==> src/rtl/host_decoupled_bridge.sv <==
// Host-to-stream bridge: a toggle-signalled host request is synchronised, its
// payload queued in a small FIFO, and the FIFO head is offered on a
// valid/ready port. Host-side counters and a sticky overflow flag report
// progress back to the host.
module host_decoupled_bridge #(
    parameter int unsigned NWORDS = 3,
    parameter int unsigned DEPTH  = 4
) (
    input  logic                   clock,
    input  logic                   reset,
    input  logic                   host_req_toggle,
    input  logic [16*NWORDS-1:0]   host_words,
    output logic [15:0]            host_ack_count,
    output logic [15:0]            host_done_count,
    output logic                   host_full,
    output logic                   host_overflow,
    output logic                   deq_valid,
    input  logic                   deq_ready,
    output logic [16*NWORDS-1:0]   deq_bits
);

    localparam int unsigned PW = 16 * NWORDS;
    localparam int unsigned AW = (DEPTH > 1) ? $clog2(DEPTH) : 1;
    localparam int unsigned CW = AW + 1;

    logic          s1_q, s1_d;
    logic          s2_q, s2_d;
    logic          s3_q, s3_d;
    logic [AW-1:0] wptr_q, wptr_d;
    logic [AW-1:0] rptr_q, rptr_d;
    logic [CW-1:0] count_q, count_d;
    logic          valid_q, valid_d;
    logic          full_q, full_d;
    logic          ovf_q, ovf_d;
    logic [15:0]   ack_q, ack_d;
    logic [15:0]   done_q, done_d;
    logic [PW-1:0] head_q, head_d;
    logic [PW-1:0] mem_q [DEPTH];

    logic req_c;
    logic fire_c;
    logic accept_c;
    logic wr_en_c;

    // Next-state logic: request detection, FIFO bookkeeping, registered head.
    always_comb begin
        req_c    = s2_q ^ s3_q;
        fire_c   = valid_q & deq_ready;
        accept_c = req_c & ((count_q < CW'(DEPTH)) | fire_c);
        wr_en_c  = accept_c & ~reset;

        s1_d    = host_req_toggle;
        s2_d    = s1_q;
        s3_d    = s2_q;
        wptr_d  = wptr_q;
        rptr_d  = rptr_q;
        count_d = count_q;
        valid_d = valid_q;
        full_d  = full_q;
        ovf_d   = ovf_q;
        ack_d   = ack_q;
        done_d  = done_q;
        head_d  = head_q;

        if (accept_c) begin
            wptr_d = wptr_q + AW'(1);
        end
        if (fire_c) begin
            rptr_d = rptr_q + AW'(1);
        end
        count_d = count_q + CW'(accept_c) - CW'(fire_c);
        valid_d = (count_d != '0);
        full_d  = (count_d == CW'(DEPTH));
        ovf_d   = ovf_q | (req_c & ~accept_c);
        ack_d   = ack_q + 16'(accept_c);
        done_d  = done_q + 16'(fire_c);

        // The incoming payload becomes the head when nothing else remains queued.
        if (accept_c && (count_q == CW'(fire_c))) begin
            head_d = host_words;
        end else begin
            head_d = mem_q[rptr_d];
        end

        // Reset pre-loads the synchroniser with the current level so no
        // spurious request appears on release.
        if (reset) begin
            s1_d    = host_req_toggle;
            s2_d    = host_req_toggle;
            s3_d    = host_req_toggle;
            wptr_d  = '0;
            rptr_d  = '0;
            count_d = '0;
            valid_d = 1'b0;
            full_d  = 1'b0;
            ovf_d   = 1'b0;
            ack_d   = '0;
            done_d  = '0;
            head_d  = '0;
        end
    end

    // State register; reset is folded into the next-state logic above.
    always_ff @(posedge clock) begin
        s1_q    <= s1_d;
        s2_q    <= s2_d;
        s3_q    <= s3_d;
        wptr_q  <= wptr_d;
        rptr_q  <= rptr_d;
        count_q <= count_d;
        valid_q <= valid_d;
        full_q  <= full_d;
        ovf_q   <= ovf_d;
        ack_q   <= ack_d;
        done_q  <= done_d;
        head_q  <= head_d;
    end

    // Payload storage, written at the edge that ends the detection cycle.
    always_ff @(posedge clock) begin
        if (wr_en_c) begin
            mem_q[wptr_q] <= host_words;
        end
    end

    assign host_ack_count  = ack_q;
    assign host_done_count = done_q;
    assign host_full       = full_q;
    assign host_overflow   = ovf_q;
    assign deq_valid       = valid_q;
    assign deq_bits        = head_q;

endmodule

==> config.mk <==
export PLATFORM = sky130hd
export DESIGN_NAME = host_decoupled_bridge
export DESIGN_NICKNAME = d
export VERILOG_FILES = /design/src/rtl/host_decoupled_bridge.sv
export SDC_FILE = /design/constraint.sdc
export NUM_CORES = 1
export LEC_CHECK = 0
export ABC_AREA = 1
export CAP_MARGIN = 20
export CORE_UTILIZATION = 51
export CTS_BUF_LIST = sky130_fd_sc_hd__clkbuf_16
export CTS_CLUSTER_DIAMETER = 100
export DETAILED_ROUTE_END_ITERATION = 8
export PLACE_DENSITY = 0.76
export SETUP_SLACK_MARGIN = 0.3
export SYNTH_ARGS = -nofsm -noshare
export SYNTH_HDL_FRONTEND = slang
export SYNTH_SLANG_ARGS = --single-unit
==> constraint.sdc <==
create_clock -name clock -period 3.1 [get_ports clock]
set_input_delay 0.465 -clock clock [delete_from_list [all_inputs] [get_ports clock]]
set_output_delay 0.465 -clock clock [all_outputs]
set_load 0.05 [all_outputs]
# [Word-level counts from Yosys, hierarchy flattened]
# Memories as Yosys holds them, arrays and structs flattened.
# Index checks and enable logic that the tools add are counted.
[totals] elab_cells=39 inputBits=52 ff_bits=93 memories=1 ramBits=192
[mem_list] memory="mem_q" words=4 width=48 read_ports=1 rd_ports_with_merged_regs=0 wr=1 line_no="38" text="logic [PW-1:0] mem_q [DEPTH];"
[classes] bitwise_logic=9 n_reduce_logical=2 add_sub_neg=6 muxes=6 n_lt_le_gt_ge=1 n_eq_ne=2
[ops] cell="$mux W48" n=1
[ops] cell="$add A16 B1 Y16" n=2
[ops] cell="$add A2 B1 Y2 const B" n=2
[ops] cell="$and A1 B1 Y1" n=4
[ops] cell="$mux W1" n=4
[ops] cell="$add A3 B1 Y3" n=1
[ops] cell="$eq A3 B1 Y1" n=1
[ops] cell="$eq A3 B3 Y1 const B" n=1
[ops] cell="$lt A3 B3 Y1 const B" n=1
[ops] cell="$reduce_bool A3 Y1" n=1
[ops] cell="$sub A3 B1 Y3" n=1
[ops] cell="$mux W2" n=1
[ops] cell="$not A1 Y1" n=2
[ops] cell="$or A1 B1 Y1" n=2
[ops] cell="$logic_and A1 B1 Y1" n=1
[ops] cell="$xor A1 B1 Y1" n=1

# [Depth between registers and ports, before layout]
[logic_depth] depth_word=6 depth_mapped=12 ltp_nobuf=12

# [Worst setup path before layout]
# OpenSTA, ideal clock, no wires.
[synth_timing] path_type="register -> register" start="reg valid_q, in the netlist deq_valid" end="mem mem_q[0][0] (netlist bit), enable pin" setup_slack_ns=-0.516 synth_period_minus_slack_ns=3.616 path_stages_with_launch=5 arrival_time_ns=3.163 t_required_ns=2.646 path_cell_list="dfxtp_1 -> nand2_2 -> nand2_1 -> nand3_1 -> nor2_1"
[synth_via] elab_chain_len=6
[synth_lines] item="from (decl)" line_no="32" text="logic valid_q, valid_d;"
[synth_lines] item="from (signal assigned)" line_no="111" text="valid_q <= valid_d;"
[synth_lines] item="$and A1 B1 Y1" line_no="48" text="fire_c = valid_q & deq_ready;"
[synth_lines] item="$or A1 B1 Y1" line_no="49" text="accept_c = req_c & ((count_q < CW'(DEPTH)) | fire_c);"
[synth_lines] item="$and A1 B1 Y1" line_no="49"
[synth_lines] item="$and A1 B1 Y1" line_no="50" text="wr_en_c = accept_c & ~reset;"
[synth_lines] item="$mux W1" line_no="121" text="if (wr_en_c) begin"
[synth_lines] item="$mux W1 (not written as such)" line_no="122" text="mem_q[wptr_q] <= host_words;"
[synth_lines] item="to (decl)" line_no="38"
# Every way passes these cells.

# [Worst setup path in the final report]
[layout_timing] start="reg valid_q, in the netlist deq_valid" end="out deq_valid"
[layout_lines] item="to (decl)" line_no="17" text="output logic deq_valid,"
# No word-level cell between the ends.

==> out/qor.yml <==
outcome:
  status: "complete, no violations"
die:
  die_area_um2: 24170
  fp.dieW_um: 155.5
  ios: 135
  row_count: 55
  dieHeight_um: 155.5
  core_um2: 22850
  initial_utilization: 0.5257
layout:
  antenna_cells: 0
  final_cell_area_um2: 14800
  area_delta_synth_final_pct: 23.23
  drive_gt1_frac: 0.06423
  nets: 1409
placed_design:
  place_hpwl_um: 15200
  place.port_buffers: 134
  place_congestion: 0.7924
  dpl_cell_area_um2: 13790
detailed_routing:
  drt_pass1_iterations: 5
  drc: 0
  routed_wl_um: 26480
  first_iter_violations: 514
  viasPerCell: 5.109
  final_antenna_net_count: 0
  avgRoutedWirePerCell_um: 15.73
  num_vias: 8599
power_and_ir_drop:
  peakVddDrop_mv: 0.5331
  power_density_nw_per_um2: 810.6
  power_leakage_uw: 0.006223
sta:
  hold_viol_final: 0
  min_period_ns: 2.311
  finalSetupViolCount: 0
  slew-limit-headroom: 0.3558
  tns_ns: 0
  skew_ns: 0.02420
  fin_crit_sh: 0.7455
  rsz0062_at_grt: "false"
  max_freq_mhz: 432.7
  maxSlewViolCount: 0
  tightest_slew_ns: 0.9663
global_routing:
  antenna_found_initial: 0
  grt_max_degree: 75
  grt_pass1_vias: 8466
  grt.total_usage: 0.2212
  grt_pass1_wl_um: 42280
  grt-ovfl-total: 0
critical_path:
  cp-end-kind: "primary output"
  slowest_stage: "clkdlybuf4s50_1"
  timing.rr.start: "deq_valid"
  cp_max_fo: 3
  required_ns: 2.63
  max_stage_delay_ns: 0.87
  reg2reg_slack_ns: 0.81
  crit_chain: "clkdlybuf4s50_1"
  ff2ff_path_depth: 10
  r2r-end: "deq_valid"
  crit_type: "flip-flop to primary output"
  cp.arrival_ns: 1.85
  crit_family: "buffers and inverters"
  start_kind: "flip-flop"
  path_buf_inv: 1
worst_hold_path:
  hold_start: "host_req_toggle"
  holdPathEnd: "s1_q"
  hold_depth: 1
  hold_class: "input port to flip-flop"
cts:
  cts_sinks: 285
  postCtsSetupRepairBufs: 0
  h-tree-depth: 1
  hold_buffers: 0
  cts_buffers: 29
  clock_latency_ns: 0.55
  cts_resized: 0
  clockBufferDepth: 3
  clkTransAtPathRegs_ns: 0.06
  cts_tree: "built"
  root_buffer: "clkbuf_16"
yosys:
  yosysWarnings: 0
  synth_top_area_share: 0.4800
  synth-main-ff-cell: "edfxtp_1"
  syn_inst: 1217
  synthArstFlopShare: 0
  synth_edf_count: 192
  synthesis.area_um2: 12010
  synth.avg_cell_area_um2: 9.870
  synth_nets: 1279
  synth_cell_type_count: 30
  ys_seq_elements: 285
  synth.area.top_cells: "edfxtp_1 (48%), dfxtp_1 (16%), inv_1 (7.3%), nand3_1 (6.9%), nand2_1 (6.4%)"
  ys_seq_area_frac: 0.6350
  synth_area_leader_cell: "edfxtp_1"
job:
  drv_cap: 0
kinds of logic (layout without fill, tap and decap cells):
kind of cell	count (synthesis)	in the layout	synth area share
compound gates	90	90	0.03875
xor+xnor	3	3	0.002188
fa+ha+maj	10	10	0.01104
buf+inv	297	450	0.09625
flops	285	285	0.6350
simple gates	532	532	0.2168
metal layers:
| layer | share of wire | global-route usage | vias up |
|---|---|---|---|
| li1 | - | - | 4228 |
| met1 | 0.41 | 0.2762 | 4076 |
| met2 | 0.50 | 0.3867 | 249 |
| met3 | 0.070 | 0.04429 | 46 |
| met4 | 0.020 | 0.06769 | 0 |
| met5 | 0 | 0 | - |
stage by stage:
step | power [uW] | cells | util | setup slack (ns) | hold WS (ns)
after floorplan | 7238 | 1217 | - | 0.2152 | 0.3960
after global placement | 8384 | 1629 | 0.6037 | 0.3250 | 0.4031
after detailed placement | 8450 | 1629 | 0.6037 | 0.2640 | 0.4130
after CTS | 12100 | 1683 | 0.6479 | 0.7698 | 0.3878
after global routing | 12590 | 1683 | 0.6479 | 0.5964 | 0.4025
final | 12000 | 1683 | 0.6479 | 0.7889 | 0.4145
cell usage after synthesis, types with 8 or more instances:
cell type and number:
edfxtp_1 192, buf_1 8, nor2_1 47, a21oi_1 70, nand3b_1 96, inv_1 235
clkbuf_1 28, ha_1 9, o21ai_0 15, buf_2 18, dfxtp_1 93, nand2_1 206
nand3_1 165
power breakdown:
group | leakage (uW) | switching (uW) | internal, uW
Sequential | 0.00251 | 134 | 4490
Clock | 0.000518 | 1410 | 2210
Combinational | 0.00320 | 2580 | 1170
Total | 0.00622 | 4130 | 7870
worst max path at each step:
stage,cells after the start,from,end,slack [ns]
4_1_cts,1,deq_valid,deq_valid,0.77
5_1_grt,10,deq_valid,deq_valid,0.60
3_3_place_gp,11,deq_ready,deq_valid,0.33
2_1_floorplan,4,deq_valid,mem_q[0][0],0.22
3_5_place_dp,11,deq_ready,deq_valid,0.26
6_report,1,deq_valid,deq_valid,0.79
cell usage in the layout (no fill, tap or decap), types with 2 or more instances in the layout:
| cell | count |
|---|---|
| a21oi_1 | 70 |
| buf_12 | 6 |
| buf_4 | 19 |
| bufinv_16 | 5 |
| clkbuf_16 | 31 |
| clkdlybuf4s50_1 | 133 |
| clkinv_1 | 6 |
| clkinv_2 | 7 |
| dfxtp_1 | 93 |
| edfxtp_1 | 192 |
| ha_1 | 9 |
| inv_1 | 239 |
| inv_2 | 2 |
| nand2_1 | 204 |
| nand2_2 | 3 |
| nand2_4 | 2 |
| nand3_1 | 165 |
| nand3b_1 | 96 |
| nand4_1 | 2 |
| nor2_1 | 43 |
| nor2_2 | 2 |
| nor2_4 | 5 |
| nor3_1 | 7 |
| o21ai_0 | 15 |
| or2_2 | 2 |
| xnor2_1 | 2 |
sequential cells by signal (all words and copies together) (netlist names):
signal and cells:
s1_q 1, host_done_count 16, host_ack_count 16, s2_q 1, s3_q 1, deq_valid 1, rptr_q 2, wptr_q 2
deq_bits 48, host_overflow 1, mem_q 192, host_full 1, count_q 3
final cells by class:
type	instances	area, um2
timing repair buffer	158	1594
tap	313	391.6
clock buffer	31	775.7
inverter	238	893.4
fill	1794	8045
multi-input combinational	635	3286
sequential	285	7627
clock inverter	23	234.0
(Power assumes the default switching activity.)
==> patch (same settings) <==
`DEPTH`: 4 -> 16.
--- a/src/rtl/host_decoupled_bridge.sv
+++ b/src/rtl/host_decoupled_bridge.sv
@@ -4,7 +4,7 @@
 // progress back to the host.
 module host_decoupled_bridge #(
     parameter int unsigned NWORDS = 3,
-    parameter int unsigned DEPTH  = 4
+    parameter int unsigned DEPTH  = 16
 ) (
     input  logic                   clock,
     input  logic                   reset,
Formal check against the unedited RTL: not equivalent (a bounded check fails within 10 cycles, from zero or initial values and one cycle with reset high).
==> patch against the unedited design <==
Register-to-register slack lost 0.15 ns. Setup slack lost 0.13 ns. Sequential cell count grew 582. Area after synthesis grew to 3.1 times the old value. Sequential share of layout area grew 6.9 points. Global-route usage grew 2.7 points. Total power grew to 2.8 times the old value. Non-clock buffer count grew 71. Design area grew to 2.9 times the old value. Wire length grew to 3.4 times the old value. Largest power group unchanged. Highest routed layer is now met5.
==> patch: results (changes against the unedited design) <==
[sta]
tightest_slew_ns = 0.831  ; -0.135 ns
post-route-period-util = 0.789  ; +0.0432
finClkSkew_ns = 0.0168  ; -0.00742 ns

[yosys]
ys_types = 33  ; +10%
netlist_instances = 3465  ; +180%
ys_async_sr_fraction = 0  ; unchanged
yosys-top-cells-count = 864 x nand2_1, 782 x nand3_1, 768 x edfxtp_1
ys_warn_count = 0  ; unchanged
synth_edf_count = 768  ; +300%
ys_seq_area_frac = 0.679  ; +0.0445
yosys-top-cells-area = edfxtp_1 63%, nand3_1 11%, nand2_1 8.8%, dfxtp_1 5.4%, inv_1 3.4%

[run_status]
status = finished clean

[power]
p_leak_nw = 16.9  ; +170%
vdd_ir_drop_max_mv = 0.500  ; -6.1%

[grt]
grt_max_degree = 96  ; +28%
grt_use_total = 0.248  ; +0.0267
grt_pass1_vias = 25000  ; +200%
antenna_found_initial = 5  ; +5
grt_pass1_wl_um = 141000  ; +230%

[drt]
wire_per_inst_um = 19.9  ; +26%
num_vias = 25800  ; +200%
routed_wl_um = 91300  ; +240%
first_iter_violations = 2990  ; +480%

[final_layout]
drive_gt1_frac = 0.0664  ; +0.00220
nets = 3635  ; +160%
largest_reg_flops = 768  ; +300%
n_fill_cell = 5439  ; +200%

[setup_path]
crit_path_max_fanout = 36  ; +33
arrival_ns = 2.74  ; +0.89 ns
slowest_delay_ns = 0.34  ; -0.53 ns
critPathTopFamily = simple AND/OR/NAND/NOR gates
slowest_stage = dfxtp_1

[placed_design]
gp_congestion = 0.805  ; +1.6%
io_buffers = 134  ; unchanged
dp_hpwl_um = 47600  ; +210%
dp_cells = 4426  ; +170%

[clock_tree]
postCtsResizedCells = 0  ; unchanged
worstSkewPairLatency_ns = 0.64  ; +0.09 ns
clockRootBuffer = clkbuf_16
numCtsBuffers = 89  ; +210%
htreeDepth = 3  ; +2

patch: power breakdown:
part | switching [mW] | internal (mW) | leakage [nW]
clock | 4.41 | 5.94 | 1.50
combinational | 6.57 | 3.11 | 7.65
sequential | 0.239 | 13.3 | 7.73
patch: path summary, 6_finish.rpt:
check	from	end	slack [ns]	depth (start not counted)
worst min-delay path	host_req_toggle	s1_q	0.35	1
worst min register to register	s1_q	s2_q	0.43	2
worst max-delay path	s2_q	mem_q[2][15]	0.66	7
worst max register to register	s2_q	mem_q[2][15]	0.66	7
patch: per-stage QoR:
stage	setup WS, ns	setup TNS, ns	cell area [um2]	hold WS (ns)
after floorplan	-0.0200	-15.36	36900	0.396
after global placement	0.148	0	40000	0.408
after detailed placement	0.141	0	40000	0.419
after CTS	0.631	0	42800	0.328
after global routing	0.391	0	42800	0.339
final	0.655	0	42800	0.353
patch: cells by family after synthesis:
group / share of synthesized area
XOR/XNOR: 0.00373
adder cells (fa/ha/maj): 0.00564
AND/OR/NAND/NOR: 0.244
flip-flops: 0.679
AO/OA/AOI/OAI: 0.00598
buffers and inverters: 0.0607
patch: cell type report:
class | instances | area [um2] | share of cell area
flip-flops and latches | 867 | 25000 | 0.585
multi-input cells | 2046 | 9790 | 0.228
repair buffers | 229 | 2720 | 0.0634
clock buffers | 90 | 2250 | 0.0526
inverters | 334 | 1250 | 0.0293
well taps | 950 | 1190 | 0.0278
clock inverters | 77 | 577 | 0.0135
diodes | 4 | 10.0 | 0.000234
patch: routing by layer:
metal / vias up / global-route usage / share of wire
li1: 12000 / - / -
met1: 12400 / 0.326 / 0.39
met2: 1235 / 0.416 / 0.50
met3: 196 / 0.0335 / 0.086
met4: 2 / 0.0987 / 0.030
met5: - / 0 / 0.00012
